## src/rtl/stopwatch_pkg.sv

```systemverilog
// Shared constants and types for the stopwatch block.
// Optional build macro: STOPWATCH_HR_WRAP_EN (hour rollover wraps instead of saturating).
`timescale 1ns/1ps

package stopwatch_pkg;

    localparam int SEC_W = 6;
    localparam int MIN_W = 6;
    localparam int HR_W  = 5;

    localparam logic [SEC_W-1:0] SEC_MAX = 6'd59;
    localparam logic [MIN_W-1:0] MIN_MAX = 6'd59;
    localparam logic [HR_W-1:0]  HR_MAX  = 5'd23;

    typedef enum logic {
        PAUSED  = 1'b0,
        RUNNING = 1'b1
    } run_state_t;

    typedef enum logic {
        LIVE = 1'b0,
        LAP  = 1'b1
    } disp_mode_t;

    // Millisecond counter width; never below one bit so MS_PER_SEC=1 still builds.
    function automatic int ms_width(input int n);
        return (n > 1) ? $clog2(n) : 1;
    endfunction

endpackage

```

## src/rtl/stopwatch_if.sv

```systemverilog
// Front-panel / display bundle between the panel logic and the stopwatch.
// master drives buttons and timebase, slave (the stopwatch) drives the display fields.
`timescale 1ns/1ps

interface stopwatch_if;
    import stopwatch_pkg::*;

    logic             i_set;
    logic             i_up;
    logic             i_down;
    logic             i_right;
    logic             i_left;
    logic             i_ms_pulse;
    logic [SEC_W-1:0] o_sec;
    logic [MIN_W-1:0] o_min;
    logic [HR_W-1:0]  o_hr;

    modport master (
        output i_set, i_up, i_down, i_right, i_left, i_ms_pulse,
        input  o_sec, o_min, o_hr
    );

    modport slave (
        input  i_set, i_up, i_down, i_right, i_left, i_ms_pulse,
        output o_sec, o_min, o_hr
    );
endinterface

```

## src/rtl/stopwatch_edge_det.sv

```systemverilog
// Single-bit rising-edge detector: one pulse per low-to-high transition,
// so a held button or a wide timebase strobe produces exactly one action.
`timescale 1ns/1ps

module stopwatch_edge_det (
    input  logic i_clk,
    input  logic i_rstn,
    input  logic i_d,
    output logic o_rise
);
    logic r_prev;

    // Remember last sample of the input.
    always_ff @(posedge i_clk or negedge i_rstn) begin
        if (!i_rstn) r_prev <= 1'b0;
        else         r_prev <= i_d;
    end

    assign o_rise = i_d & ~r_prev;
endmodule

```

## src/rtl/stopwatch_unit.sv

```systemverilog
// Elapsed-time stopwatch: ms ticks -> sec/min/hr with run/pause, clear and lap freeze.
// Optional build macro: STOPWATCH_HR_WRAP_EN
//   defined     : 23:59:59.(MS_PER_SEC-1) + tick wraps to zero and keeps running
//   not defined : time saturates there and the run FSM drops to PAUSED
//
//   state   | meaning
//   --------+--------------------------------------------------
//   PAUSED  | counters frozen; clear (down) is honoured
//   RUNNING | counters advance on each ms edge; clear ignored
`timescale 1ns/1ps

module stopwatch_unit
    import stopwatch_pkg::*;
#(
    parameter int MS_PER_SEC = 1000
) (
    input  logic       i_clk,
    input  logic       i_rstn,
    stopwatch_if.slave sw_if
);
    localparam int             MS_W    = ms_width(MS_PER_SEC);
    localparam logic [MS_W-1:0] MS_LAST = MS_W'(MS_PER_SEC - 1);

    logic w_up_rise, w_down_rise, w_right_rise, w_left_rise, w_ms_rise;
    logic w_up_e, w_down_e, w_right_e, w_left_e;

    run_state_t       r_state, w_nxt_state;
    disp_mode_t       r_mode,  w_nxt_mode;
    logic [MS_W-1:0]  r_ms,    w_nxt_ms;
    logic [SEC_W-1:0] r_sec,   w_nxt_sec;
    logic [MIN_W-1:0] r_min,   w_nxt_min;
    logic [HR_W-1:0]  r_hr,    w_nxt_hr;
    logic [SEC_W-1:0] r_snap_sec, w_nxt_snap_sec;
    logic [MIN_W-1:0] r_snap_min, w_nxt_snap_min;
    logic [HR_W-1:0]  r_snap_hr,  w_nxt_snap_hr;
    logic [SEC_W-1:0] r_o_sec;
    logic [MIN_W-1:0] r_o_min;
    logic [HR_W-1:0]  r_o_hr;
    logic             w_tick, w_at_max, w_sat_hit;

    stopwatch_edge_det u_ed_up    (.i_clk(i_clk), .i_rstn(i_rstn), .i_d(sw_if.i_up),       .o_rise(w_up_rise));
    stopwatch_edge_det u_ed_down  (.i_clk(i_clk), .i_rstn(i_rstn), .i_d(sw_if.i_down),     .o_rise(w_down_rise));
    stopwatch_edge_det u_ed_right (.i_clk(i_clk), .i_rstn(i_rstn), .i_d(sw_if.i_right),    .o_rise(w_right_rise));
    stopwatch_edge_det u_ed_left  (.i_clk(i_clk), .i_rstn(i_rstn), .i_d(sw_if.i_left),     .o_rise(w_left_rise));
    stopwatch_edge_det u_ed_ms    (.i_clk(i_clk), .i_rstn(i_rstn), .i_d(sw_if.i_ms_pulse), .o_rise(w_ms_rise));

    // Set mode owns the panel: button edges are dropped, not deferred.
    assign w_up_e    = w_up_rise    & ~sw_if.i_set;
    assign w_down_e  = w_down_rise  & ~sw_if.i_set;
    assign w_right_e = w_right_rise & ~sw_if.i_set;
    assign w_left_e  = w_left_rise  & ~sw_if.i_set;

    // Ticks and clear both look at the pre-toggle state.
    assign w_tick   = w_ms_rise && (r_state == RUNNING);
    assign w_at_max = (r_ms == MS_LAST) && (r_sec == SEC_MAX) &&
                      (r_min == MIN_MAX) && (r_hr == HR_MAX);

    // Next-state for counters, run FSM, lap snapshot and display mode.
    always_comb begin
        w_nxt_state    = r_state;
        w_nxt_mode     = r_mode;
        w_nxt_ms       = r_ms;
        w_nxt_sec      = r_sec;
        w_nxt_min      = r_min;
        w_nxt_hr       = r_hr;
        w_nxt_snap_sec = r_snap_sec;
        w_nxt_snap_min = r_snap_min;
        w_nxt_snap_hr  = r_snap_hr;
        w_sat_hit      = 1'b0;

        if (w_tick) begin
            if (w_at_max) begin
`ifdef STOPWATCH_HR_WRAP_EN
                w_nxt_ms  = '0;
                w_nxt_sec = '0;
                w_nxt_min = '0;
                w_nxt_hr  = '0;
`else
                w_sat_hit = 1'b1;
`endif
            end else if (r_ms == MS_LAST) begin
                w_nxt_ms = '0;
                if (r_sec == SEC_MAX) begin
                    w_nxt_sec = '0;
                    if (r_min == MIN_MAX) begin
                        w_nxt_min = '0;
                        w_nxt_hr  = r_hr + 1'b1;
                    end else begin
                        w_nxt_min = r_min + 1'b1;
                    end
                end else begin
                    w_nxt_sec = r_sec + 1'b1;
                end
            end else begin
                w_nxt_ms = r_ms + 1'b1;
            end
        end

        // Release wins over capture when both arrive together.
        if (w_left_e) begin
            w_nxt_mode = LIVE;
        end else if (w_right_e) begin
            w_nxt_mode     = LAP;
            w_nxt_snap_sec = r_sec;
            w_nxt_snap_min = r_min;
            w_nxt_snap_hr  = r_hr;
        end

        if (w_down_e && (r_state == PAUSED)) begin
            w_nxt_ms   = '0;
            w_nxt_sec  = '0;
            w_nxt_min  = '0;
            w_nxt_hr   = '0;
            w_nxt_mode = LIVE;
        end

        if (w_up_e) begin
            w_nxt_state = (r_state == PAUSED) ? RUNNING : PAUSED;
        end

        // Hitting the ceiling stops the watch; only a clear gets it moving again.
        if (w_sat_hit) begin
            w_nxt_state = PAUSED;
        end
    end

    // State registers plus display outputs taken from next-state, so every
    // action shows up one clock after its edge is sampled.
    always_ff @(posedge i_clk or negedge i_rstn) begin
        if (!i_rstn) begin
            r_state    <= PAUSED;
            r_mode     <= LIVE;
            r_ms       <= '0;
            r_sec      <= '0;
            r_min      <= '0;
            r_hr       <= '0;
            r_snap_sec <= '0;
            r_snap_min <= '0;
            r_snap_hr  <= '0;
            r_o_sec    <= '0;
            r_o_min    <= '0;
            r_o_hr     <= '0;
        end else begin
            r_state    <= w_nxt_state;
            r_mode     <= w_nxt_mode;
            r_ms       <= w_nxt_ms;
            r_sec      <= w_nxt_sec;
            r_min      <= w_nxt_min;
            r_hr       <= w_nxt_hr;
            r_snap_sec <= w_nxt_snap_sec;
            r_snap_min <= w_nxt_snap_min;
            r_snap_hr  <= w_nxt_snap_hr;
            r_o_sec    <= (w_nxt_mode == LAP) ? w_nxt_snap_sec : w_nxt_sec;
            r_o_min    <= (w_nxt_mode == LAP) ? w_nxt_snap_min : w_nxt_min;
            r_o_hr     <= (w_nxt_mode == LAP) ? w_nxt_snap_hr  : w_nxt_hr;
        end
    end

    assign sw_if.o_sec = r_o_sec;
    assign sw_if.o_min = r_o_min;
    assign sw_if.o_hr  = r_o_hr;
endmodule

```

## src/flat_wrapper.sv

```systemverilog
// flat-port wrapper written by rule: the top's interface ports become plain ports
module stopwatch_unit_flat import stopwatch_pkg::*;
#(
    parameter int MS_PER_SEC = 1000
)
  (i_clk, i_rstn, sw_if_i_set, sw_if_i_up, sw_if_i_down, sw_if_i_right, sw_if_i_left, sw_if_i_ms_pulse, sw_if_o_sec, sw_if_o_min, sw_if_o_hr);
  stopwatch_if sw_if_i ();
  input  logic i_clk;
  input  logic i_rstn;
  input wire logic [$bits(sw_if_i.i_set)-1:0] sw_if_i_set;
  input wire logic [$bits(sw_if_i.i_up)-1:0] sw_if_i_up;
  input wire logic [$bits(sw_if_i.i_down)-1:0] sw_if_i_down;
  input wire logic [$bits(sw_if_i.i_right)-1:0] sw_if_i_right;
  input wire logic [$bits(sw_if_i.i_left)-1:0] sw_if_i_left;
  input wire logic [$bits(sw_if_i.i_ms_pulse)-1:0] sw_if_i_ms_pulse;
  output wire logic [$bits(sw_if_i.o_sec)-1:0] sw_if_o_sec;
  output wire logic [$bits(sw_if_i.o_min)-1:0] sw_if_o_min;
  output wire logic [$bits(sw_if_i.o_hr)-1:0] sw_if_o_hr;
  assign sw_if_i.i_set = sw_if_i_set;
  assign sw_if_i.i_up = sw_if_i_up;
  assign sw_if_i.i_down = sw_if_i_down;
  assign sw_if_i.i_right = sw_if_i_right;
  assign sw_if_i.i_left = sw_if_i_left;
  assign sw_if_i.i_ms_pulse = sw_if_i_ms_pulse;
  assign sw_if_o_sec = sw_if_i.o_sec;
  assign sw_if_o_min = sw_if_i.o_min;
  assign sw_if_o_hr = sw_if_i.o_hr;
  stopwatch_unit #(.MS_PER_SEC(MS_PER_SEC)) u_core (.i_clk(i_clk), .i_rstn(i_rstn), .sw_if(sw_if_i));
endmodule
```

## config.mk

```make
export PLATFORM = sky130hd
export DESIGN_NAME = stopwatch_unit_flat
export DESIGN_NICKNAME = d
export VERILOG_FILES = /design/src/rtl/stopwatch_pkg.sv /design/src/rtl/stopwatch_if.sv /design/src/rtl/stopwatch_edge_det.sv /design/src/rtl/stopwatch_unit.sv /design/src/flat_wrapper.sv
export SDC_FILE = /design/constraint.sdc
export NUM_CORES = 1
export LEC_CHECK = 0
export CORE_ASPECT_RATIO = 1.2
export CORE_MARGIN = 3
export CORE_UTILIZATION = 45
export DETAILED_ROUTE_END_ITERATION = 8
export PLACE_DENSITY = 0.74
export SYNTH_ARGS = -nofsm -noshare
export SYNTH_HDL_FRONTEND = slang
export SYNTH_HIERARCHICAL = 1
export SYNTH_SLANG_ARGS = --single-unit
```

## constraint.sdc

```tcl
create_clock -name i_clk -period 5.15 [get_ports i_clk]
set_input_delay 1.03 -clock i_clk [delete_from_list [all_inputs] [get_ports i_clk]]
set_output_delay 1.03 -clock i_clk [all_outputs]
set_load 0.01 [all_outputs]
```

### Word-level counts from Yosys, hierarchy flattened

Index checks and enable logic that the tools add are counted.

| storage, ports and cells | value |
|---|---|
| register bits after elaboration | 68 |
| output and inout port bits | 17 |
| input bits | 8 |
| logic and storage cells | 88 |

| cells by class | value |
|---|---|
| add/sub/neg operators | 4 |
| reduce and logical (&&, ||, !) cells | 8 |
| equal/unequal tests | 5 |
| muxes and demuxes | 38 |
| bitwise gates (word level) | 16 |

Operators by type and width:

| kind | number |
|---|---|
| $mux W6 | 17 |
| $mux W5 | 9 |
| $mux W10 | 4 |
| $add A6 B1 Y6 const B | 2 |
| $eq A6 B6 Y1 const B | 2 |
| $add A10 B1 Y10 const B | 1 |
| $eq A10 B10 Y1 const B | 1 |
| $and A1 B1 Y1 | 9 |
| $mux W1 | 8 |
| $not A1 Y1 | 7 |
| $add A5 B1 Y5 const B | 1 |
| $eq A5 B5 Y1 const B | 1 |
| $logic_and A1 B1 Y1 | 5 |
| $reduce_bool A2 Y1 | 2 |
| $ne A2 B2 Y1 const B | 1 |
| $reduce_and A2 Y1 | 1 |

### Depth between registers and ports, before layout

Gate-level depths: netlist (run 1).

| depth | value |
|---|---|
| depth after elaboration | 8 |
| gate-level depth with buffers | 7 |
| depth with buffers taken out | 6 |

### Modules after synthesis

Netlist (run 1), hierarchy kept.

Modules (own cells, without submodules):

| module | area an instance (um2) | cells each | instances | seq. area each (um2) |
|---|---|---|---|---|
| stopwatch_unit | 3015.4 | 283 | 1 | 1576.5 |
| stopwatch_edge_det | 38.8 | 2 | 5 | 25.0 |

### Worst setup path before layout (run 1)

No wires, ideal clock.

| timing path | value |
|---|---|
| path kind | input port to flip-flop |
| start | in sw_if_i_down |
| end | reg u_core.r_ms[4] |
| stages on the path | 7 |
| path slack | 2.605 ns |
| setup time | 0.066 ns |
| required time | 5.084 ns |
| path buffers | 1 |
| arrival | 2.479 ns |
| cells stage by stage | nor2b_4 nor3b_2 nor4_1 a21o_1 buf_2 or4_1 nand2_1 |

| between the ends | value |
|---|---|
| longest elaborated chain between the ends | 5 |
| elaborated cells on any way between the ends | 7 |
| those cells by class | eq/ne (1); mux (1); bitwise (2); reduce/logical (3) |

Ends and longest elaborated chain:

| what | line | source |
|---|---|---|
| start, declared | flat_wrapper.sv:12 | `input wire logic [$bits(sw_if_i.i_down)-1:0] sw_if_i_down;` |
| $and A1 B1 Y1 * | stopwatch_edge_det.sv:19 | `assign o_rise = i_d & ~r_prev;` |
| $and A1 B1 Y1 * | stopwatch_unit.sv:49 | `assign w_down_e = w_down_rise & ~sw_if.i_set;` |
| $logic_and A1 B1 Y1 * | stopwatch_unit.sv:109 | `if (w_down_e && (r_state == PAUSED)) begin` |
| $ne A2 B2 Y1 (no line) / $reduce_bool A2 Y1 (equally long branches) | n/a |  |
| $reduce_and A2 Y1 (no line) | n/a |  |
| end signal, assigned | stopwatch_unit.sv:146 | `r_ms <= w_nxt_ms;` |
| end, declared | stopwatch_unit.sv:29 | `logic [MS_W-1:0] r_ms, w_nxt_ms;` |

Mark *: on every way between the ends. The rest lies on a longest branch, timed or not.
A chain may end at the register's enable or synchronous reset.

### Worst setup path after layout (run 1)

| timing path | value |
|---|---|
| start | in sw_if_i_down |
| end | reg u_core.r_ms[5] |

| between the ends | value |
|---|---|
| longest elaborated chain between the ends | 5 |
| elaborated cells on any way between the ends | 7 |
| those cells by class | eq/ne (1); mux (1); bitwise (2); reduce/logical (3) |

Ends and longest elaborated chain:

| what | line | source |
|---|---|---|
| $and A1 B1 Y1 * | stopwatch_edge_det.sv:19 |  |
| named net u_core.w_down_rise | stopwatch_unit.sv:24 | `logic w_up_rise, w_down_rise, w_right_rise, w_left_rise, w_ms_rise;` |
| $and A1 B1 Y1 * | stopwatch_unit.sv:49 |  |
| $logic_and A1 B1 Y1 * | stopwatch_unit.sv:109 |  |
| $ne A2 B2 Y1 (no line) / $reduce_bool A2 Y1 (equally long branches) | n/a |  |
| $reduce_and A2 Y1 (no line) | n/a |  |

Mark *: on every way through the listed nets, which the timed path passes. The rest lies on a longest branch.

==> results of run 1 <==
sequential cells by signal, summed over array words and instances, names as in the netlist, 5 cells and up:
| name | flops |
|---|---|
| u_core/sw_if.o_sec | 6 |
| u_core/r_snap_hr | 5 |
| u_core/r_hr | 5 |
| u_core/r_ms | 10 |
| u_core/r_snap_min | 6 |
| u_core/sw_if.o_min | 6 |
| u_core/r_min | 6 |
| u_core/r_snap_sec | 6 |
| u_core/sw_if.o_hr | 5 |
| u_core/r_sec | 6 |
power by group through the flow:
stage | sequential [mW] | clock [mW] | combinational, mW
3_5_place_dp | 0.606 | 0 | 0.156
2_1_floorplan | 0.610 | 0 | 0.0733
4_1_cts | 0.597 | 0.489 | 0.157
6_report | 0.596 | 0.476 | 0.154
3_3_place_gp | 0.605 | 0 | 0.152
5_1_grt | 0.601 | 0.518 | 0.171
worst max-delay path by stage:
stage	from	endpoint	slack (ns)
floorplan	sw_if_i_down	u_core/r_ms[4]$_DFFE_PN0P_	2.60
global placement	sw_if_i_down	u_core/r_ms[5]$_DFFE_PN0P_	1.71
detailed placement	sw_if_i_down	u_core/r_ms[5]$_DFFE_PN0P_	1.59
CTS	sw_if_i_down	u_core/r_ms[5]$_DFFE_PN0P_	1.94
global route	sw_if_i_down	u_core/r_ms[5]$_DFFE_PN0P_	1.81
finish	sw_if_i_down	u_core/r_ms[5]$_DFFE_PN0P_	1.99
kinds of logic (layout without fill, tap and decap cells):
kind of cell,Yosys count,in the layout,synth area share [%]
multiplexers,25,25,8.46
adder cells (fa/ha/maj),4,4,1.56
XOR/XNOR,7,7,1.91
AND/OR/NAND/NOR,106,106,20.5
buffers and inverters,16,48,2.26
flip-flops,68,68,53.0
AO/OA/AOI/OAI,67,67,12.3
layout make-up:
type	count	area, um2
Inverter	3	11.3
Clock buffer	10	128
Tap cell	87	109
Timing Repair Buffer	29	273
Fill cell	615	3140
Sequential cell	68	1700
Clock inverter	6	88.8
Multi-Input combinational cell	209	1440
cells in the final DEF, fill, tap and decap left out, types with 2 or more instances in the layout:
master / Yosys / routed
sky130_fd_sc_hd__dfrtp_1: 68 / 68
sky130_fd_sc_hd__nor2_1: 29 / 29
sky130_fd_sc_hd__a21oi_1: 25 / 25
sky130_fd_sc_hd__clkdlybuf4s50_1: 0 / 23
sky130_fd_sc_hd__o21ai_0: 21 / 21
sky130_fd_sc_hd__mux2_2: 17 / 17
sky130_fd_sc_hd__nand2_1: 14 / 14
sky130_fd_sc_hd__nand3_1: 12 / 12
sky130_fd_sc_hd__clkbuf_8: 0 / 9
sky130_fd_sc_hd__mux2i_1: 8 / 8
sky130_fd_sc_hd__nand4_1: 7 / 7
sky130_fd_sc_hd__or4_1: 6 / 6
sky130_fd_sc_hd__nor4_1: 5 / 5
sky130_fd_sc_hd__nor3_1: 5 / 5
sky130_fd_sc_hd__xnor2_1: 5 / 5
sky130_fd_sc_hd__and3_1: 5 / 5
sky130_fd_sc_hd__buf_4: 0 / 5
sky130_fd_sc_hd__nor2b_4: 5 / 5
sky130_fd_sc_hd__a211oi_1: 4 / 4
sky130_fd_sc_hd__o211ai_1: 4 / 4
sky130_fd_sc_hd__ha_1: 4 / 4
sky130_fd_sc_hd__inv_1: 3 / 3
sky130_fd_sc_hd__bufinv_16: 0 / 2
sky130_fd_sc_hd__clkinvlp_4: 0 / 2
sky130_fd_sc_hd__nor2b_1: 2 / 2
sky130_fd_sc_hd__or2_2: 2 / 2
sky130_fd_sc_hd__nor3_2: 2 / 2
sky130_fd_sc_hd__a31oi_1: 2 / 2
sky130_fd_sc_hd__xor2_1: 2 / 2
sky130_fd_sc_hd__o2bb2ai_1: 3 / 2
per-layer routing:
layer	GRT usage, %	vias to the layer above	wire (um)
met4	7.42	0	107
met2	29.0	39	3330
met3	4.93	10	269
met5	0	-	0
li1	-	1130	-
met1	24.0	1179	2980
worst max-delay path, stage by stage:
cell                              delay (ns)
sky130_fd_sc_hd__clkdlybuf4s50_1        0.47
sky130_fd_sc_hd__nor2b_4                0.13
sky130_fd_sc_hd__nor3b_2                0.59
sky130_fd_sc_hd__nor4_1                 0.20
sky130_fd_sc_hd__a21o_1                 0.32
sky130_fd_sc_hd__or4_1                  0.53
sky130_fd_sc_hd__a21oi_1                0.15
metrics by stage:
step	cells	total power [mW]	hold slack, ns	setup slack [ns]
global route	412	1.29	0.508	1.81
global placement	396	0.758	0.462	1.71
CTS	412	1.24	0.494	1.94
floorplan	293	0.684	0.444	2.60
finish	412	1.23	0.494	1.99
detailed placement	396	0.762	0.477	1.59
==> results.md, run 1 <==
Timing:
- The achievable frequency is 0.316 GHz.
- The post-layout minimum cycle time is 3.16 ns.
- The relative slew slack is about half.
- The setup violation total in the final timing report is 0.
- The worst path uses around three fifths of the clock period.
- Setup repair after global routing left no endpoint under its margin.
- Setup total negative slack on the finished layout was measured at 0 ns.
- The hold violation count in the final report is 0.
- For the pin with the worst max-slew slack, the measured transition is between 0.7 and 0.8 ns.
- The final number of max-transition violations is 0.
- Clock skew on the completed layout was measured at ~0.012 ns.

Route:
- The residual antenna-violating net count after detailed routing is 0.
- The final wirelength is ~6.7 mm.
- After detailed routing, the number of vias per cell comes to approximately 5.7.
- In the final routed layout, each cell accounts on average for 16.2 um.
- The number of iterations in the first detailed-routing pass is 4.
- The number of design rule violations left after detail routing is 0.
- The number of DRC markers after the initial detailed-route iteration is roughly 160.
- The total via count in the routed design is 2,358.

Global routing:
- Entering global routing, the biggest net connects 36 pins.
- The number of global-route vias before repair was approximately 2.5k.
- The first global-routing pass estimated 12.1 mm of wire.
- Global routing used between 10% and 20% of the available tracks.
- The number of antenna violations at the first check in global routing is 0.
- After global routing the overflow that remains totals 0.

Synthesis:
- The library cell occupying the most area in the post-synthesis netlist is sky130_fd_sc_hd__dfrtp_1.
- By area the synthesized netlist is led by sky130_fd_sc_hd__dfrtp_1 (53%), sky130_fd_sc_hd__mux2_2 (6.0%), sky130_fd_sc_hd__a21oi_1 (3.9%), sky130_fd_sc_hd__nor2_1 (3.4%), sky130_fd_sc_hd__o21ai_0 (3.3%).
- The post-synth design cell area is ~3200 um2.
- The predominant post-synthesis flop cell is sky130_fd_sc_hd__dfrtp_1.
- A synthesized cell averages roughly 11 um2.
- Summing the sequential cell areas from Yosys gives between 50% and 60% of the chip area.
- The async set-or-reset flop fraction in the synthesized netlist is 100%.
- The number of nets in the synthesized netlist is roughly 310.
- In the synthesized netlist, the cells that appear most often are sky130_fd_sc_hd__dfrtp_1 (68), sky130_fd_sc_hd__nor2_1 (29), sky130_fd_sc_hd__a21oi_1 (25).
- sky130_fd_sc_hd__dfrtp_1 is the most common cell in the netlist.
- Yosys mapped the design onto 48 distinct sky130hd cell types.
- The register bit total from synthesis is between 60 and 70.
- Yosys mapped a number of flops with a built-in enable equal to 0.
- The synthesis warning total is 6.
- Summed over its instances, the top area cell type makes up about 53% of the synthesized netlist area.
- The cell count after synthesis came out at approximately 290.

Min path:
- Along the worst hold path, the cell count comes to 1.
- The hold path startpoint is u_core/r_snap_sec[2]$_DFF_PN0_.
- The worst-case hold path end point is u_core/r_snap_sec[2]$_DFF_PN0_.
- The tightest min-delay check is of the flop to flop type.

Place:
- After detailed placement, the total cell area comes to 3540 um2.
- The number of port buffers is 24.
- At the end of routability-driven placement, the weighted congestion stood at between 0.8 and 0.9.
- Summed over all nets, the half-perimeter wirelength after detailed placement is about 4.6 mm.

Clock tree:
- The number of sinks handled by clock tree synthesis is slightly below 70.
- The number of buffers inserted by hold repair at cts is 0.
- The TritonCTS clock tree is yes.
- The clock passes through at most 2 buffers.
- Clock latency on the worst-skew pair, taken at its later pin, is ~0.34 ns.
- Clock-pin slew was measured on the worst setup and hold paths at ~0.070 ns.
- The total setup buffers inserted after CTS is 0.
- The number of gates resized after CTS was 0.
- The cell chosen for the clock root is sky130_fd_sc_hd__clkbuf_8.
- The CTS H-tree depth is 3.
- The number of clock buffers inserted by TritonCTS is 9.

Power and ir drop:
- For this design the ratio of total power to cell area is 327 nW/um2.
- The largest vdd supply drop is roughly 190 uV.
- The analysis attributes to cell leakage a power of approximately 1.7 nW.
- The internal power contribution is just over 900 uW.
- The clock power share is between 30% and 40%.
- The fraction of power consumed by combinational cells is approximately an eighth.
- The net switching component of the power is 311 uW.
- The switching fraction of total power is between 20% and 30%.
- The share of total power dissipated in sequential elements is about 49%.

Worst setup path:
- The worst setup path is captured at a flop.
- The worst setup path is launched from an input port.
- The launch instance of the worst register-to-register path is u_core/r_min[1]$_DFF_PN0_.
- The capture point of the worst reg-to-reg path is u_core/r_ms[6]$_DFFE_PN0P_.
- The worst setup slack for register-to-register paths is 2.78 ns.
- The highest net fanout along the worst path is 11.
- The data arrival at the endpoint of the critical path is ~3.4 ns.
- At the worst endpoint, the required time is around 5.4 ns.
- The kind of critical path is input port to flop.
- The count of cells along the worst register-to-register path is 6.

Floorplanning:
- The die covers between 8000 and 9000 um2.
- The height of the die is between 90 and 100 um.
- The core region is 6900 um2.
- The width of the chip is 83.1 um.
- The starting density of the core is 46.5%.
- The boundary pin count is 25.
- The initialized floorplan defines 33 standard-cell rows.

Finish:
- After the last flow step, the layout net total stands at 332.
- The antenna cell count is 0.
- The finished cells cover approximately 3800 um2.
- The area added between synthesis and finish is 16.9%.
- The share of layout cells above drive strength 1 is between 10% and 20%.
- The utilization after layout is 54.4%.

Run status:
- The flow ran to the end, and the final reports show no timing, DRC or antenna violations.

Job:
- The max capacitance violation total is 0.
No activity file was read; power rests on OpenSTA's default activity.
==> run 2: changes to the inputs <==
- clock period: 5.15 -> 3.2 ns (I/O delays scaled with it)
==> results.md, run 2 (synthesized netlist as in run 1, its figures left out) <==
Run status:
- The run finished with clean final reports.

Route:
- In the routed design, unresolved DRC markers number 0.
- After the first detailed-routing iteration, the DRC count stood at between 100 and 150.
- The routed wirelength normalized by instance count is between 15 and 20 um.
- For this run, the detailed router's first-pass iteration total came to 4.
- The total via count in the routed design is 2,360.
- Wires add up to between 6 and 7 mm.
- After detailed routing, the number of vias per cell comes to between 5 and 6.
- The count of nets left with antenna violations once routing finished came out at 0.

Finish:
- The number of antenna diodes in the final layout is 0.
- The library cell used most frequently in the layout, excluding fill and tap cells, is sky130_fd_sc_hd__dfrtp_1.
- The register bank with the most flops is u_core/r_ms.
- The filler cells instantiated in the layout total 614.
- The final layout contains 334 nets.
- In the final layout, the share of cells above drive strength 1 is between 10% and 20%.
- In the final layout, the multi-input gates occupy ~1400 um2.
- The number of flip-flops in the largest register is 10.
- The sequential cell area is between 1500 and 2000 um2.
- Compared with the post-synthesis result, the final layout area differs by 18.5%.
- The library cells used most frequently in the layout, excluding fill and tap cells, are sky130_fd_sc_hd__dfrtp_1 (68), sky130_fd_sc_hd__nor2_1 (29), sky130_fd_sc_hd__a21oi_1 (25).

Floorplanning:
- The width of the chip is 83.1 um.
- The core footprint is between 6000 and 7000 um2.
- The boundary pin count is 25.
- The die covers about 8200 um2.
- The die is between 90 and 100 um tall.
- The initial utilization of the core area, before any placement, comes to 46.5%.
- After floorplanning, the core was divided into 33 placement rows.

Global routing:
- Entering global routing, the biggest net connects 37 pins.
- The wire length of the first global-routing pass is approximately 12 mm.
- For this run, the total global-route usage over all layers was measured as around 17%.
- The overall overflow remaining after global route is 0.
- The number of global-route vias before repair came to about 2.5k.
- The number of antenna violations at the first check in global routing is 0.

Place:
- The number of port buffers is 24.
- The estimated wirelength of the detail-placed design is approximately 4.5 mm.
- At the end of routability-driven placement, the weighted congestion stood at roughly 0.86.

Clock tree:
- The clock net in this run drives a total of 68 sinks.
- TritonCTS created 9 clock buffers.
- The number of hold buffers added after CTS was 0.
- Once the clock tree was built, the resizer swapped 0 gates to a different size.
- In this run the deepest clock path goes through 2 buffers.
- The H-tree generated during clock tree synthesis spans 3 levels.
- TritonCTS built the clock tree.
- The clock-pin transition on the worst setup and hold timing paths is 0.07 ns.
- In this run the clock root is driven by a sky130_fd_sc_hd__clkbuf_8.
- Once the clock tree was built, the setup fixing pass inserted 0 buffers.
- The insertion delay of the later-clocked pin in the worst-skew pair is 0.34 ns.

Power and ir drop:
- The static leakage is 1.71 nW.
- Net switching is a little under a quarter of the power.
- The clock power share is between 40 and 50%.
- Total power for the finished layout comes to around 2.1 mW.
- Combinational logic is responsible for 12.2% of the overall power.
- The internal power contribution is roughly 1.6 mW.
- The ratio of total power to cell area is about 540 nW/um2.
- For this design the total switching power over the nets is about 480 uW.
- The worst-case IR drop observed on VDD is 267 uV.
- The sequential cell fraction of total power is around 47%.

Timing:
- At the pin with the least slew margin, the transition time is between 0.7 and 0.8 ns.
- Measured against its own limit, the worst slew margin works out to between 50% and 60%.
- Setup total negative slack on the finished layout was measured at 0 ns.
- The clock skew after layout is roughly 0.011 ns.
- The routed design could run at a clock period as short as 2.40 ns.
- The hold violation count in the final report is 0.
- The final-layout worst hold slack is 0.359 ns.
- Timing would allow up to between 0.4 and 0.5 GHz.
- Setup violations remaining at the end of the flow were counted as 0.
- The final number of max-transition violations was 0.
- Setup repair after global routing left no endpoint under its margin.
- Of the available clock period, the critical path in the final layout requires between 70% and 80%.

Worst setup path:
- The kind of capture point of the worst setup path is a flop.
- In this run the worst path has a maximum fanout of 11.
- The type of element launching the critical path is an input port.
- In this run the register-to-register setup slack is between 0.8 and 0.9 ns.
- The data arrival at the endpoint of the critical path is 2.67 ns.
- The required time at the endpoint of the critical path is between 3 and 4 ns.
- The worst setup path is of the input port to flop kind.

Min path:
- The worst min-delay path class is input port to asynchronous set/reset pin.

Job:
- Max-cap violations in this run came to 0.
run 2: cell types whose count changed in the layout (fill, tap and decap cells not counted), sizes merged:
cell and change:
buf +2, clkinv -2, bufinv +1, clkbuf +1
clkinvlp -1
run 2: per-layer routing:
metal	track usage, %	part of all wire, %
met3	5.77	3.4
met4	5.79	1.0
met5	0	0
met1	20.9	45
met2	29.2	51
run 2: critical path, stage by stage:
cell	delay, ns
sky130_fd_sc_hd__clkdlybuf4s50_1	0.48
sky130_fd_sc_hd__nor2b_4	0.14
sky130_fd_sc_hd__nor3b_2	0.29
sky130_fd_sc_hd__nor4_1	0.14
sky130_fd_sc_hd__a21o_1	0.29
sky130_fd_sc_hd__or4_1	0.54
sky130_fd_sc_hd__a21oi_1	0.15
run 2: metrics by stage:
| step | worst slack, ns | area, um2 | instances | utilization [%] |
|---|---|---|---|---|
| after floorplan | 1.04 | 3210 | 293 | - |
| after global placement | 0.539 | 3560 | 398 | 51.7 |
| after detailed placement | 0.443 | 3560 | 398 | 51.7 |
| after CTS | 0.801 | 3800 | 413 | 55.1 |
| after global routing | 0.648 | 3800 | 413 | 55.1 |
| final | 0.800 | 3800 | 413 | 55.1 |
run 2: worst paths after layout:
path,start,to,depth (start not counted)
max,sw_if_i_down,u_core/r_ms[5]$_DFFE_PN0P_,7
min,i_rstn,u_core/u_ed_left/r_prev$_DFF_PN0_,1
max reg2reg,u_core/r_hr[0]$_DFF_PN0_,u_core/r_ms[6]$_DFFE_PN0P_,6
min reg2reg,u_core/r_snap_min[0]$_DFF_PN0_,u_core/r_snap_min[0]$_DFF_PN0_,2
max in group asynchronous,i_rstn,u_core/sw_if.o_sec[1]$_DFF_PN0_,2
min in group i_clk,u_core/r_snap_min[0]$_DFF_PN0_,u_core/r_snap_min[0]$_DFF_PN0_,2
run 2: final cells by class:
type | instances | area share [%]
clock inverters | 4 | 2.57
inverters | 3 | 0.296
clock buffers | 11 | 3.72
multi-input cells | 209 | 37.9
flip-flops and latches | 68 | 44.8
well taps | 87 | 2.86
repair buffers | 31 | 7.90
run 2: power by group through the flow:
| stage | clock network, mW | registers (mW) | logic [mW] |
|---|---|---|---|
| CTS | 0.863 | 0.960 | 0.257 |
| floorplan | 0 | 0.982 | 0.118 |
| detailed placement | 0 | 0.976 | 0.255 |
| global route | 0.900 | 0.969 | 0.281 |
| finish | 0.842 | 0.960 | 0.251 |
| global placement | 0 | 0.974 | 0.248 |
==> run 3: changes to the inputs <==
- clock period: 3.2 -> 2.5 ns (I/O delays scaled with it)
==> results.md, run 3 (synthesized netlist as in run 1, its figures left out) <==
Clock tree:
- Clock tree synthesis inserted a total of 9 buffers.
- The cell chosen for the clock root is sky130_fd_sc_hd__clkbuf_8.
- In this run, post-CTS hold repair placed 0 buffers.
- CTS built an H-tree with a depth of 3.
- After clock tree synthesis, the setup repair step added 0 buffers.
- The number of sinks handled by clock tree synthesis is 68.
- Clock-pin slew was measured on the worst setup and hold paths at about 0.08 ns.
- In this run the deepest clock path goes through 2 buffers.
- The insertion delay of the later-clocked pin in the worst-skew pair is roughly 0.34 ns.
- Post-CTS repair changed the size of 0 cells.
- The TritonCTS clock tree is yes.

Global routing:
- The number of antenna violations at the first check in global routing is 0.
- The overall track demand over capacity in global routing is between 10% and 20%.
- Entering global routing, the biggest net connects 33 pins.
- The number of global-route vias before repair is 2,476.
- The wire length of the first global-routing pass is 11.8 mm.
- The overall overflow remaining after global route is 0.

Power and ir drop:
- The ratio of total power to cell area is just under 700 nW/um2.
- The clock power share is between 40% and 50%.
- The net switching component of the power is between 600 and 700 uW.
- The largest vdd supply drop is 364 uV.
- Net switching is between 20% and 30% of the power.
- The fraction of power consumed by combinational cells is between 10% and 20%.
- In this run, flip-flops and latches consume between 40 and 50% of the power.
- The internal power of the cells totals 2.01 mW.
- The static leakage is ~1.8 nW.

Floorplanning:
- The boundary pin count is 25.
- For this configuration, the core starts out at a cell density of between 40% and 50%.
- The total number of placement rows is 33.
- The width of the chip is slightly above 80 um.
- The core footprint is approximately 6900 um2.
- The height of the die is about 100 um.
- The die covers just over 8000 um2.

Place:
- Once placement finished, the instance area stood at around 3600 um2.
- Input and output buffers added on the ports amount to 24.
- The estimated wirelength of the detail-placed design is 4.61 mm.
- The final estimated routing congestion in global placement is a little under 0.9.
- At the placement stage, the worst setup path has a slack of -0.0815 ns.

Route:
- The total via count in the routed design is roughly 2.4k.
- The final wirelength is ~6.7 mm.
- The first routing iteration left about 120 violations.
- Dividing the detail-routed via count by the number of cells gives between 5 and 6.
- Dividing the detail-routed wire length by the instance count gives between 15 and 20 um.
- The residual antenna-violating net count after detailed routing is 0.
- The first TritonRoute pass finished after 4 iterations.
- The number of design rule violations left after detail routing is 0.

Timing:
- The final number of max-transition violations is 0.
- The ratio of final minimum period to clock period is around 94%.
- At the pin with the least slew margin, the transition time is around 0.45 ns.
- The hold violation count in the final report is 0.
- The clock skew after layout is 0.0109 ns.
- Setup slack on the critical path of the routed design comes to 0.162 ns.
- The worst path in the final design needs a cycle of ~2.3 ns, including I/O delays and setup.
- The relative slew slack is 69.3%.
- After routing, the total negative slack on setup checks comes to 0 ns.
- Derived from the worst setup path, the maximum achievable clock frequency is 0.428 GHz.
- Setup repair after global routing left no endpoint under its margin.
- The setup violation total in the final timing report is 0.

Worst setup path:
- The setup check on the worst reg-to-reg path leaves a slack of around 0.16 ns.
- The worst register-to-register path ends at u_core/r_ms[6]$_DFFE_PN0P_.
- At the worst endpoint, the required time is 2.77 ns.
- The count of cells along the worst register-to-register path is 6.
- The type of element launching the critical path is a flop.
- The kind of capture point of the worst setup path is a flop.
- At the worst endpoint, the arrival time is 2.61 ns.
- The highest net fanout along the worst path is 7.
- The launch instance of the worst register-to-register path is u_core/r_min[0]$_DFF_PN0_.
- The kind of critical path is flop to flop.

Finish:
- Of the cells placed in the final design, the portion with a size suffix greater than 1 is about a fifth.
- The cell area after layout is roughly 3900 um2.
- The utilization after layout is around 56%.
- The number of flip-flops in the largest register is 10.
- The library cell used most frequently in the layout, excluding fill and tap cells, is sky130_fd_sc_hd__dfrtp_1.
- The area added between synthesis and finish is 21.1%.
- Fill cells in the final layout number 581.
- The register bank with the most flops is u_core/r_ms.
- The repair_antennas step left the layout with diodes totalling 0.
- The net count of the finished layout is approximately 340.
- In the layout the commonest cells are sky130_fd_sc_hd__dfrtp_1 (68), sky130_fd_sc_hd__nor2_1 (29), sky130_fd_sc_hd__a21oi_1 (25).

Min path:
- In this run the worst hold path is classified as input port to asynchronous set/reset pin.

Run status:
- The run finished with clean final reports.

Job:
- Max-cap violations in this run came to 0.
[run 3: cell types whose count changed in the layout (fill, tap and decap cells not counted), sizes merged]
cell,delta
buf,+10
clkbuf,-2
clkinvlp,+1
inv,+2
[run 3: power by group through the flow]
| stage | registers, mW | clock network [mW] | logic [mW] |
|---|---|---|---|
| 2_1_floorplan | 1.26 | 0 | 0.151 |
| 3_3_place_gp | 1.25 | 0 | 0.330 |
| 3_5_place_dp | 1.25 | 0 | 0.337 |
| 4_1_cts | 1.23 | 1.13 | 0.340 |
| 5_1_grt | 1.24 | 1.19 | 0.371 |
| 6_report | 1.23 | 1.11 | 0.333 |
[run 3: critical path, cell delays in order, from the launching register on]
cell and delay [ns]:
sky130_fd_sc_hd__dfrtp_1 0.46, sky130_fd_sc_hd__ha_1 0.28, sky130_fd_sc_hd__nand3b_1 0.27, sky130_fd_sc_hd__nor4_4 0.49, sky130_fd_sc_hd__o21ai_2 0.18, sky130_fd_sc_hd__or4_1 0.49, sky130_fd_sc_hd__nand2_1 0.10
[run 3: per-layer routing]
metal / vias to the layer above / share of wire [%] / track usage (%)
li1: 1151 / - / -
met1: 1198 / 44 / 23.4
met2: 56 / 50 / 27.8
met3: 6 / 4.6 / 4.93
met4: 0 / 0.97 / 7.17
met5: - / 0 / 0
[run 3: through the flow]
stage / std cells / total power, mW / hold WS [ns]
after floorplan: 293 / 1.41 / 0.204
after global placement: 408 / 1.58 / 0.460
after detailed placement: 408 / 1.58 / 0.468
after CTS: 424 / 2.70 / 0.0960
after global routing: 424 / 2.80 / 0.117
final: 424 / 2.67 / 0.0942
[run 3: final cells by class]
type	count	area [um2]	share of cell area, %
sequential	68	1700	43.8
multi-input combinational	209	1440	37.1
timing repair buffer	41	375	9.66
clock buffer	9	124	3.19
clock inverter	7	123	3.16
tap	87	109	2.80
inverter	3	11.3	0.290
[run 3: worst max-delay path by stage]
stage	depth (start not counted)	to	start	slack [ns]
2_1_floorplan	7	u_core/r_ms[4]$_DFFE_PN0P_	sw_if_i_down	0.48
3_3_place_gp	7	u_core/sw_if.o_sec[1]$_DFF_PN0_	sw_if_i_ms_pulse	0.03
3_5_place_dp	7	u_core/r_ms[5]$_DFFE_PN0P_	sw_if_i_down	-0.08
4_1_cts	6	u_core/r_ms[6]$_DFFE_PN0P_	u_core/r_min[0]$_DFF_PN0_	0.19
5_1_grt	6	u_core/r_ms[6]$_DFFE_PN0P_	u_core/r_min[0]$_DFF_PN0_	0.02
6_report	6	u_core/r_ms[6]$_DFFE_PN0P_	u_core/r_min[0]$_DFF_PN0_	0.16
==> RTL edit 1: new RTL, config.mk and constraints of run 3 <==
`HR_W`: 5 -> 10.
--- a/src/rtl/stopwatch_pkg.sv
+++ b/src/rtl/stopwatch_pkg.sv
@@ -6,7 +6,7 @@
 
     localparam int SEC_W = 6;
     localparam int MIN_W = 6;
-    localparam int HR_W  = 5;
+    localparam int HR_W  = 10;
 
     localparam logic [SEC_W-1:0] SEC_MAX = 6'd59;
     localparam logic [MIN_W-1:0] MIN_MAX = 6'd59;
Interface: changed (resized sw_if_o_hr); port bits go from 25 to 30. No check against the original RTL was run, so the function may have changed too.
==> RTL edit 1 against run 3 <==
  * Cell count is 23% higher
  * Critical path type unchanged
  * Largest power group unchanged
  * Synthesized area increased by 23%
  * Die area rose by 22%
  * Routed wire length is 35% higher
  * Setup slack better by 0.14 ns
  * Power grew 2.1%
  * Maximum frequency increased by 6.2%
  * Sequential cell count increased by 15
  * Cell area grew 21%
  * Non-clock buffer count grew 8
==> RTL edit 1: results (changes against run 3) <==
outcome=finished, final reports clean; layout cells sized above 1=20.29% (+0.41 points); via count=3082 (+28%); ANT cells=0 (unchanged); GR Util All Layers=19.40% (+1.6 points); largest cells by area after synthesis=dfrtp_1, mux2_2, nand2_1; Post-synth ARST share=100.0% (unchanged); largest net degree at the start of global routing=50 (+52%); # resized after CTS=0 (unchanged); CTS max path bufs=2 (unchanged); HP Class=in -> async; number of global-route vias before repair=3043 (+23%); arrival time at the worst endpoint=2.45 ns (-0.16 ns); LEAKAGE=2.101 nW (+19%); Top FF cell, synth=dfrtp_1; Worst Path Max Fanout=9 (+2); First-pass DRT Iterations=5 (+1); VDD IR max=0.2922 mV (-20%); commonest cells in the netlist=dfrtp_1, nand2_1, mux2_2; Syn Area/Cell=11.01 um^2 (+0.55%); Layout fillers=707 (+22%); CTS H-Tree Depth=3 (unchanged); Syn. warnings=6 (unchanged); worst setup path start=u_core/r_sec[0]; Post-Place Setup Slack=0.02359 ns (+0.1051 ns); Post-Route Skew=0.01090 ns (+0.00004040 ns); Worst-Skew Late Latency=0.36 ns (+0.02 ns); Cell Count, Final, Fillers Out=523 (+23%); Placed Cells=507 (+24%); first-pass GRT wire length=15.08 mm (+28%); Unique masters post-synth=60 (+25%); Reg clk slew, reported paths=0.09 ns; Seq/Total Area, Yosys=52.53% (-0.49 points); Initial DRC Count=226 (+92%); initial antenna violation count=0 (unchanged); Buffers on Ports=29 (+21%); placed inst area=0.004487 mm^2 (+23%); CTS Root Cell=clkbuf_8; hpwl dp=6.248 mm (+35%); drt total wl=9.032 mm (+35%); relative slew slack=58.18% (-11 points); GP Congestion=0.9138 (+2.1%); cts bufs inserted=9 (unchanged); # nets final=416 (+21%); Syn Nets=371 (+22%); Post-CTS Setup Repair Bufs=0 (unchanged)
## RTL edit 1: changes by cell type after synthesis, moves of 6 or more
cell | before | now
o31ai_1 | 1 | 8
a21oi_1 | 25 | 10
nand2_1 | 14 | 44
mux2_2 | 17 | 24
dfrtp_1 | 68 | 83
nand3_1 | 12 | 19
nor2_1 | 29 | 23
## RTL edit 1: worst paths after layout
path	end	slack, ns	cells past startpoint
worst min-delay path	u_core/r_sec[2]	0.08	1
worst max-delay path	u_core/sw_if.o_hr[9]	0.30	6
worst min register to register	u_core/r_snap_min[5]	0.50	1
worst max register to register	u_core/sw_if.o_hr[9]	0.30	6
min in group i_clk	u_core/r_snap_min[5]	0.50	1
max in group asynchronous	u_core/r_hr[9]	1.80	2
## RTL edit 1: cells by family (layout without fill, tap and decap cells)
group | Yosys count | in the layout | synth area share (%)
AO/OA/AOI/OAI | 68 | 68 | 11.52
multiplexers | 28 | 28 | 7.848
AND/OR/NAND/NOR | 148 | 148 | 22.50
flip-flops | 83 | 83 | 52.53
buffers and inverters | 19 | 69 | 2.342
adder cells (fa/ha/maj) | 4 | 4 | 1.266
XOR/XNOR | 9 | 9 | 1.994
## RTL edit 1: cell type report
| class | count | area [um^2] | share of cell area [%] |
|---|---|---|---|
| clock buffers | 10 | 137.6 | 2.920 |
| inverters | 4 | 15.01 | 0.3186 |
| flip-flops and latches | 83 | 2077 | 44.07 |
| well taps | 114 | 142.6 | 3.026 |
| clock inverters | 6 | 88.84 | 1.885 |
| multi-input cells | 257 | 1789 | 37.96 |
| repair buffers | 49 | 462.9 | 9.822 |
## RTL edit 1: worst max-delay path, stage by stage, from the launching register on
cell     delay [ns]
dfrtp_1        0.43
ha_1           0.28
and4b_1        0.31
nand4_4        0.22
nor4_1         0.42
mux2i_1        0.14
mux2_2         0.27
## RTL edit 1: power by group
group | internal (mW) | switching, mW | total, mW
registers | 1.38 | 0.0381 | 1.42
clock network | 0.589 | 0.477 | 1.07
logic | 0.0882 | 0.157 | 0.245
total | 2.06 | 0.672 | 2.73
## RTL edit 1: routing by layer
| layer | routed length (um) | GRT usage, % | vias up |
|---|---|---|---|
| li1 | - | - | 1420 |
| met1 | 3692 | 22.95 | 1532 |
| met2 | 4560 | 33.16 | 107 |
| met3 | 487 | 4.762 | 23 |
| met4 | 292 | 9.483 | 0 |
| met5 | 0 | 0 | - |
==> RTL edit 2: new RTL, config.mk and constraints of run 3 <==
Made on the original files. Take the reset off `r_hr` and load it in a clocked block of its own.
--- a/src/rtl/stopwatch_unit.sv
+++ b/src/rtl/stopwatch_unit.sv
@@ -133,7 +133,6 @@
             r_ms       <= '0;
             r_sec      <= '0;
             r_min      <= '0;
-            r_hr       <= '0;
             r_snap_sec <= '0;
             r_snap_min <= '0;
             r_snap_hr  <= '0;
@@ -146,7 +145,6 @@
             r_ms       <= w_nxt_ms;
             r_sec      <= w_nxt_sec;
             r_min      <= w_nxt_min;
-            r_hr       <= w_nxt_hr;
             r_snap_sec <= w_nxt_snap_sec;
             r_snap_min <= w_nxt_snap_min;
             r_snap_hr  <= w_nxt_snap_hr;
@@ -156,6 +154,10 @@
         end
     end
 
+    always_ff @(posedge i_clk) begin
+        r_hr <= w_nxt_hr;
+    end
+
     assign sw_if.o_sec = r_o_sec;
     assign sw_if.o_min = r_o_min;
     assign sw_if.o_hr  = r_o_hr;
Behaviour: same outputs for any inputs over 10 cycles, from zero or initial values and one cycle with i_rstn low; that may be too few to reach the edited logic, so the function may still have changed.
==> RTL edit 2 against run 3 <==
  * Non-clock buffer count down 1
  * Setup slack better by 0.044 ns
  * Power is 0.40% lower
  * Highest routed layer unchanged
  * Synthesized area shrank 0.78%
  * Routed wire length fell by 3.5%
  * Critical path type unchanged
  * Largest power group unchanged
  * Cell area fell by 0.55%
  * Sequential share of layout area fell by 0.41 points
  * Sequential cell count unchanged
  * Largest cell class unchanged
==> RTL edit 2: results (changes against run 3) <==
commonest cells in the netlist=dfrtp_1, nor2_1, a21oi_1; Worst-Skew Late Latency=0.34 ns (about the same); slew at the pin closest to its max-slew limit=0.6144 ns (+0.1613 ns); Post-Place Setup Slack=-0.02189 ns (+0.05961 ns); # nets final=343 (-0.29%); CTS H-Tree Depth=3 (unchanged); hpwl dp=4.584 mm (-0.63%); Placed Cells=405 (-0.74%); HP Class=in -> async; Post-CTS Setup Repair Bufs=0 (unchanged); Post-synth ARST share=92.65% (-7.4 points); Syn. warnings=6 (unchanged); Syn Nets=305 (unchanged); First-pass DRT Iterations=4 (unchanged); first-pass GRT wire length=11.22 mm (-5.0%); WL/cell=15.39 um (-2.8%); largest net degree at the start of global routing=33 (unchanged); Via density=5.627 (-1.0%); Syn Inst Count=293 (unchanged); Initial DRC Count=148 (+25%); outcome=finished, final reports clean; VDD IR max=0.4134 mV (+14%); # resized after CTS=0 (unchanged); max reg flops=10 (unchanged); ANT cells=0 (unchanged); Post-Route Skew=0.009019 ns (-0.001837 ns); layout cells sized above 1=19.64% (-0.24 points); CTS max path bufs=2 (unchanged); arrival time at the worst endpoint=2.57 ns (-0.04 ns); Seq/Total Area, Yosys=52.65% (-0.37 points); reg-to-reg endpoint=u_core/r_ms[4]; Unique masters post-synth=49 (+2.1%); number of global-route vias before repair=2398 (-3.2%); cts bufs inserted=9 (unchanged); Worst Path Max Fanout=6 (-1); R2R Path Start=u_core/r_hr[0]; R2R Setup Slk=0.21 ns (+0.04 ns); CTS Root Cell=clkbuf_8; initial antenna violation count=0 (unchanged); Top reg by flops=u_core/r_ms; GP Congestion=0.8242 (-7.9%); Buffers on Ports=24 (unchanged); drt total wl=6.479 mm (-3.5%); LEAKAGE=1.737 nW (-1.5%); Reg clk slew, reported paths=0.08 ns (about the same); largest cells by area after synthesis=dfrtp_1, mux2_2, a21oi_1; GR Util All Layers=17.88% (+0.11 points); FF-to-FF path depth=7 (+1)
-- RTL edit 2: changes by cell type in the layout (fill, tap and decap cells not counted), sizes merged --
cell / delta
buf: -1
clkinv: +2
clkinvlp: -1
dfrtp: -5
dfxtp: +5
inv: -1
-- RTL edit 2: worst max-delay path by stage --
stage,start,endpoint,slack [ns],cells past startpoint
after floorplan,sw_if_i_down,u_core/r_ms[4],0.48,7
after detailed placement,sw_if_i_down,u_core/r_ms[5],-0.02,7
after global routing,u_core/r_min[0],u_core/sw_if.o_sec[4],0.06,7
after CTS,u_core/r_hr[0],u_core/r_ms[4],0.21,7
final,u_core/r_hr[0],u_core/r_ms[4],0.21,7
after global placement,sw_if_i_ms_pulse,u_core/sw_if.o_sec[1],0.02,7
-- RTL edit 2: logic make-up (layout without fill, tap and decap cells) --
group / after synthesis / in the layout / share of synthesized area, %
muxes: 25 / 25 / 8.527
AOI/OAI and AO/OA: 67 / 67 / 12.38
buffers and inverters: 16 / 59 / 2.279
DFF: 68 / 68 / 52.65
and+or+nand+nor: 106 / 106 / 20.67
xor gates and xnor gates: 7 / 7 / 1.925
adders and majority gates: 4 / 4 / 1.572
-- RTL edit 2: area by class of cell --
cell class | instances | area [um^2]
Sequential cell | 68 | 1677
Tap cell | 85 | 106.4
Inverter | 3 | 11.26
Timing Repair Buffer | 40 | 380.4
Clock inverter | 7 | 123.9
Clock buffer | 9 | 123.9
Fill cell | 574 | 2783
Multi-Input combinational cell | 209 | 1441
-- RTL edit 2: metrics by stage --
step	util, %	hold slack, ns	area (um^2)	total power, mW	TNS, ns
floorplan	-	0.2044	3184	1.407	0
global placement	54.41	0.4591	3616	1.576	0
detailed placement	54.41	0.4802	3616	1.583	-0.02189
CTS	58.13	0.1719	3864	2.701	0
global route	58.13	0.1881	3864	2.797	0
finish	58.13	0.1628	3864	2.663	0
-- RTL edit 2: layer usage --
metal | track usage [%] | part of all wire [%] | vias up
met2 | 28.21 | 49 | 40
li1 | - | - | 1157
met5 | 0 | 0 | -
met4 | 5.660 | 1.0 | 0
met1 | 23.76 | 46 | 1165
met3 | 4.797 | 3.3 | 7
-- RTL edit 2: where the power goes --
part	internal (mW)	switching, mW
Clock	0.669	0.435
Sequential	1.17	0.0523
Combinational	0.168	0.166
-- RTL edit 2: worst max-delay path, stage by stage (launching register included) --
cell and delay, ns:
dfxtp_1 0.40, ha_1 0.24, nand4b_1 0.31, or4_1 0.65, buf_4 0.18, a21oi_1 0.23
o211ai_1 0.15, nand2_1 0.08
